## src/rtl/div_pkg.sv

```systemverilog
// Shared constants and FSM encoding for the
// sequential restoring divider.
package div_pkg;

  localparam int N_DEF = 4;

  typedef enum logic [1:0] {
    IDLE = 2'b00,
    CALC = 2'b01,
    FIN  = 2'b10
  } state_t;

  // Step-counter width; never narrower than 1 bit.
  function automatic int cnt_w(input int n);
    return (n > 1) ? $clog2(n) : 1;
  endfunction

endpackage

```

## src/rtl/resta_paso.sv

```systemverilog
// Combinational W-bit subtractor: difference plus
// borrow taken from the top bit of the result.
module resta_paso #(
  parameter int W = 5
) (
  input  logic [W-1:0] i_a,
  input  logic [W-1:0] i_b,
  output logic [W-2:0] o_diff,
  output logic         o_borrow
);

  logic [W-1:0] w_full;

  assign w_full   = i_a - i_b;
  assign o_diff   = w_full[W-2:0];
  assign o_borrow = w_full[W-1];

endmodule

```

## src/rtl/div_seq.sv

```systemverilog
// Sequential restoring divider, one quotient bit
// per clock, start/busy/done handshake.
module div_seq
  import div_pkg::*;
#(
  parameter int N = N_DEF
) (
  input  logic         clk,
  input  logic         reset,
  input  logic         start,
  input  logic [N-1:0] A,
  input  logic [N-1:0] B,
  output logic [N-1:0] Q,
  output logic [N-1:0] R,
  output logic         busy,
  output logic         done,
  output logic         div_zero
);

  localparam int CW = cnt_w(N);

  state_t r_state;
  state_t w_next;

  logic [CW-1:0] r_cnt;
  // Dividend register; vacated LSBs collect
  // the quotient bits as the dividend shifts out.
  logic [N-1:0]  r_dvd;
  logic [N-1:0]  r_dvs;
  logic [N-1:0]  r_rem;
  logic [N-1:0]  r_q;
  logic [N-1:0]  r_r;
  logic          r_dz;

  logic [N:0]    w_rem_sh;
  logic [N-1:0]  w_diff;
  logic          w_borrow;
  logic [N-1:0]  w_rem_nx;
  logic [N-1:0]  w_quo_nx;

  assign w_rem_sh = {r_rem, r_dvd[N-1]};

  resta_paso #(.W(N+1)) u_sub (
    .i_a      (w_rem_sh),
    .i_b      ({1'b0, r_dvs}),
    .o_diff   (w_diff),
    .o_borrow (w_borrow)
  );

  assign w_rem_nx = w_borrow ? w_rem_sh[N-1:0] : w_diff;
  assign w_quo_nx = {r_dvd[N-2:0], ~w_borrow};

  // State register.
  always_ff @(posedge clk) begin
    if (reset) r_state <= IDLE;
    else       r_state <= w_next;
  end

  // Next-state and handshake outputs.
  always_comb begin
    w_next = r_state;
    busy   = 1'b0;
    done   = 1'b0;
    unique case (r_state)
      IDLE: begin
        if (start)
          w_next = (B == '0) ? FIN : CALC;
      end
      CALC: begin
        busy = 1'b1;
        if (r_cnt == '0) w_next = FIN;
      end
      FIN: begin
        done   = 1'b1;
        w_next = IDLE;
      end
      default: w_next = IDLE;
    endcase
  end

  // Operand capture, shift-subtract steps, result load.
  always_ff @(posedge clk) begin
    if (reset) begin
      r_cnt <= '0;
      r_dvd <= '0;
      r_dvs <= '0;
      r_rem <= '0;
      r_q   <= '0;
      r_r   <= '0;
      r_dz  <= 1'b0;
    end else begin
      unique case (r_state)
        IDLE: begin
          if (start) begin
            r_dvd <= A;
            r_dvs <= B;
            r_rem <= '0;
            r_cnt <= CW'(N-1);
            r_dz  <= (B == '0);
            if (B == '0) begin
              r_q <= '1;
              r_r <= A;
            end
          end
        end
        CALC: begin
          r_dvd <= w_quo_nx;
          r_rem <= w_rem_nx;
          r_cnt <= r_cnt - CW'(1);
          if (r_cnt == '0) begin
            r_q <= w_quo_nx;
            r_r <= w_rem_nx;
          end
        end
        default: ;
      endcase
    end
  end

  assign Q        = r_q;
  assign R        = r_r;
  assign div_zero = r_dz;

endmodule

```

## config.mk

```make
export PLATFORM = sky130hd
export DESIGN_NAME = div_seq
export DESIGN_NICKNAME = d
export VERILOG_FILES = /design/src/rtl/div_pkg.sv /design/src/rtl/resta_paso.sv /design/src/rtl/div_seq.sv
export SDC_FILE = /design/constraint.sdc
export NUM_CORES = 1
export LEC_CHECK = 0
export CAP_MARGIN = 20
export CORE_AREA = 2 2 53 55
export CTS_CLUSTER_DIAMETER = 200
export DETAILED_ROUTE_END_ITERATION = 16
export DIE_AREA = 0 0 55 57
export HOLD_SLACK_MARGIN = 0.05
export PLACE_DENSITY = 0.8
export SLEW_MARGIN = 20
export SYNTH_ARGS = -nofsm -noshare
export SYNTH_HDL_FRONTEND = slang
export SYNTH_SLANG_ARGS = --single-unit
```

## constraint.sdc

```tcl
create_clock -name clk -period 3.8 [get_ports clk]
set_input_delay 0.76 -clock clk [delete_from_list [all_inputs] [get_ports clk]]
set_output_delay 0.76 -clock clk [all_outputs]
set_load 0.02 [all_outputs]
```

==> summary.txt <==
Power
  • P_leak: 0.547 nW
  • Peak supply drop: 287 uV
  • Pwr Density: 424 nW/um2

Final layout
  • Reg area: 500 um2
  • # diodes: 0
  • NumNets Final: 180
  • Fill cells: 255
  • Share of layout cells above drive strength 1: 8.02%
  • Syn-to-layout area delta: 20.1%
  • Area of the multi-input gates: 646 um2

Synth
  • Mapped Area: 1230 um2
  • Fraction of registers with async set/reset: 0%
  • Synth warn: 0
  • Synth Flop Type: dfxtp_1
  • Cell taking the most area after synthesis: dfxtp_1
  • Syn Inst Count: 144
  • Number of synthesized flops with an enable pin: 0
  • Syn_nets: 161
  • Mean Syn Cell Area: 8.52 um2
  • Synthesis-stage register bit count: 25
  • Register area share after synthesis: 40.8%
  • Yosys top cell area share: 40.8%
  • Unique masters post-synth: 31
  • Synth top area cells: dfxtp_1 (41%), nor2_1 (10%), a21oi_1 (6.1%)

Floorplan
  • Die height: 57 um
  • Initial Util: 46.9%
  • FP Rows: 19
  • Die ar.: 3140 um2
  • Core ar.: 2620 um2
  • Die width: 55 um
  • IO Count: 22

Place
  • Routability cong.: 0.722
  • Port buffer count: 21
  • Post-place setup slack: 1190 ps
  • DP Wirelength: 1.86 mm

Flow run
  • Max cap viols: 0

CTS
  • H-Tree Depth: 1
  • # clock sinks: 25
  • Clock buffer depth: 2
  • Worst-Skew Late Latency: 320 ps
  • CTS buffer count: 3
  • Post-CTS Setup Inserts: 0
  • Clock Tree Root: clkbuf_4
  • Worst-path clk slew: 130 ps
  • Post_cts resized: 0
  • CTS Hold Bufs: 0
  • CTS tree: yes

Timing
  • Setup TNS: 0 ps
  • RSZ-0062 raised after global routing: no
  • Slew Limit Headroom: 37.3%
  • Max-slew violations: 0
  • Setup Skew: 15.1 ps
  • Post-route minimum period: 2920 ps
  • Count of final hold-check violations: 0
  • Final setup fails: 0
  • Least-Margin Pin Slew: 937 ps
  • Final worst slack: 882 ps
  • Tcrit/Tclk final: 76.8%
  • F_max: 343 MHz

Worst setup path
  • CP Launch Type: flip-flop
  • Worst endpoint required time: 3040 ps
  • Crit Path Class: reg2out
  • CP cell instances: nand2b_1 -> clkinv_1 -> clkdlybuf4s50_1
  • CP arrival: 2160 ps
  • Slowest-stage cell, CP: clkdlybuf4s50_1
  • Worst r2r path cells: 9
  • Critical Path Fanout Max: 12
  • Critical Path End Type: output port
  • Worst stage delay on the critical path: 640 ps

Detailed routing
  • DRC errors left: 0
  • Pre-antenna DRT Iters: 5
  • DR iter-0 viols: 29
  • DR vias: 1,031
  • Wire length per cell: 12.9 um
  • Vias per inst: 5.34
  • WL final: 2.49 mm
  • Post-route ant nets: 0

Global route
  • Pin count of the biggest net entering global routing: 26
  • First-pass GRT wire length: 4.06 mm
  • Initial antenna violation count: 0
  • Grt ovf: 0
  • Vias in the first global route: 1,005
  • Total track usage: 17.2%

Hold path
  • Hold crit path type: reg2reg
  • Worst Hold Path Cells: 2

Run status
  • Status: finished clean
## power by group
| part | internal (mW) | switching (mW) |
|---|---|---|
| logic | 0.0885 | 0.111 |
| registers | 0.287 | 0.0168 |
| clock network | 0.0402 | 0.0819 |
## routing by layer
metal / routed length, um / up-vias / global-route usage, % / share of wire, %
met5: 0 / - / 0 / 0
met4: 29 / 0 / 4.18 / 1.2
met3: 81 / 4 / 3.14 / 3.3
met2: 1250 / 17 / 31.5 / 50
met1: 1120 / 484 / 20.0 / 45
li1: - / 526 / - / -
## cells in the final DEF (no fill, tap or decap), types with 5 or more instances in the layout
master,instances
inv_1,10
dfxtp_1,25
ha_1,5
a21oi_1,15
nand2_1,13
clkdlybuf4s50_1,21
a311oi_1,6
nor2_1,33
## synth_stat cells (2+ instances only)
library cell,count
clkbuf_1,5
dfxtp_1,25
a311oi_1,6
buf_2,2
nor2b_1,3
inv_1,10
a21oi_1,15
nand2b_1,3
a221oi_1,2
nand2_1,13
nor2_1,33
ha_1,5
a211oi_1,3
o211ai_1,2
## final cells by class
| cell class | count | area share (%) |
|---|---|---|
| well taps | 31 | 2.63 |
| clock inverters | 1 | 0.509 |
| inverters | 11 | 2.80 |
| multi-input cells | 100 | 43.8 |
| flip-flops and latches | 25 | 34.0 |
| repair buffers | 22 | 14.8 |
| clock buffers | 3 | 1.53 |
## through the flow
step / power (mW) / area, um2 / utilization (%) / hold WS, ps / cells
after floorplan: 0.451 / 1230 / - / 453 / 144
after global placement: 0.501 / 1440 / 55.2 / 467 / 189
after detailed placement: 0.509 / 1440 / 55.2 / 477 / 189
after CTS: 0.629 / 1470 / 56.4 / 495 / 193
after global routing: 0.660 / 1470 / 56.4 / 531 / 193
final: 0.625 / 1470 / 56.4 / 492 / 193
## sequential cells by signal, indices dropped and copies added, names as in the netlist
register and cells:
div_zero 1, r_cnt 2, r_dvd 4, r_dvs 4, Q 4, R 4
r_state 2, r_rem 4
## final timing paths
check | slack [ps] | to | startpoint
worst max register to register | 1440 | R[3] | r_dvd[3]
worst min-delay path | 490 | r_rem[2] | r_rem[2]
worst max-delay path | 880 | busy | r_state[0]
worst min register to register | 490 | r_rem[2] | r_rem[2]
## critical path, delay by kind of cell, from the launching register on
kind,cells,cell delay [ps]
AND/OR/NAND/NOR,1,390
flip-flops,1,430
buffers and inverters,2,1030
## kinds of logic (layout without fill, tap and decap cells)
logic type	count (synthesis)	after routing	synth area share (%)
compound gates	33	33	19.3
buf+inv	19	37	6.63
fa+ha+maj	6	6	6.73
xor+xnor	2	2	2.96
flops	25	25	40.8
mux	2	2	2.04
simple gates	57	57	21.6
Power figures use the tool's default switching activity.
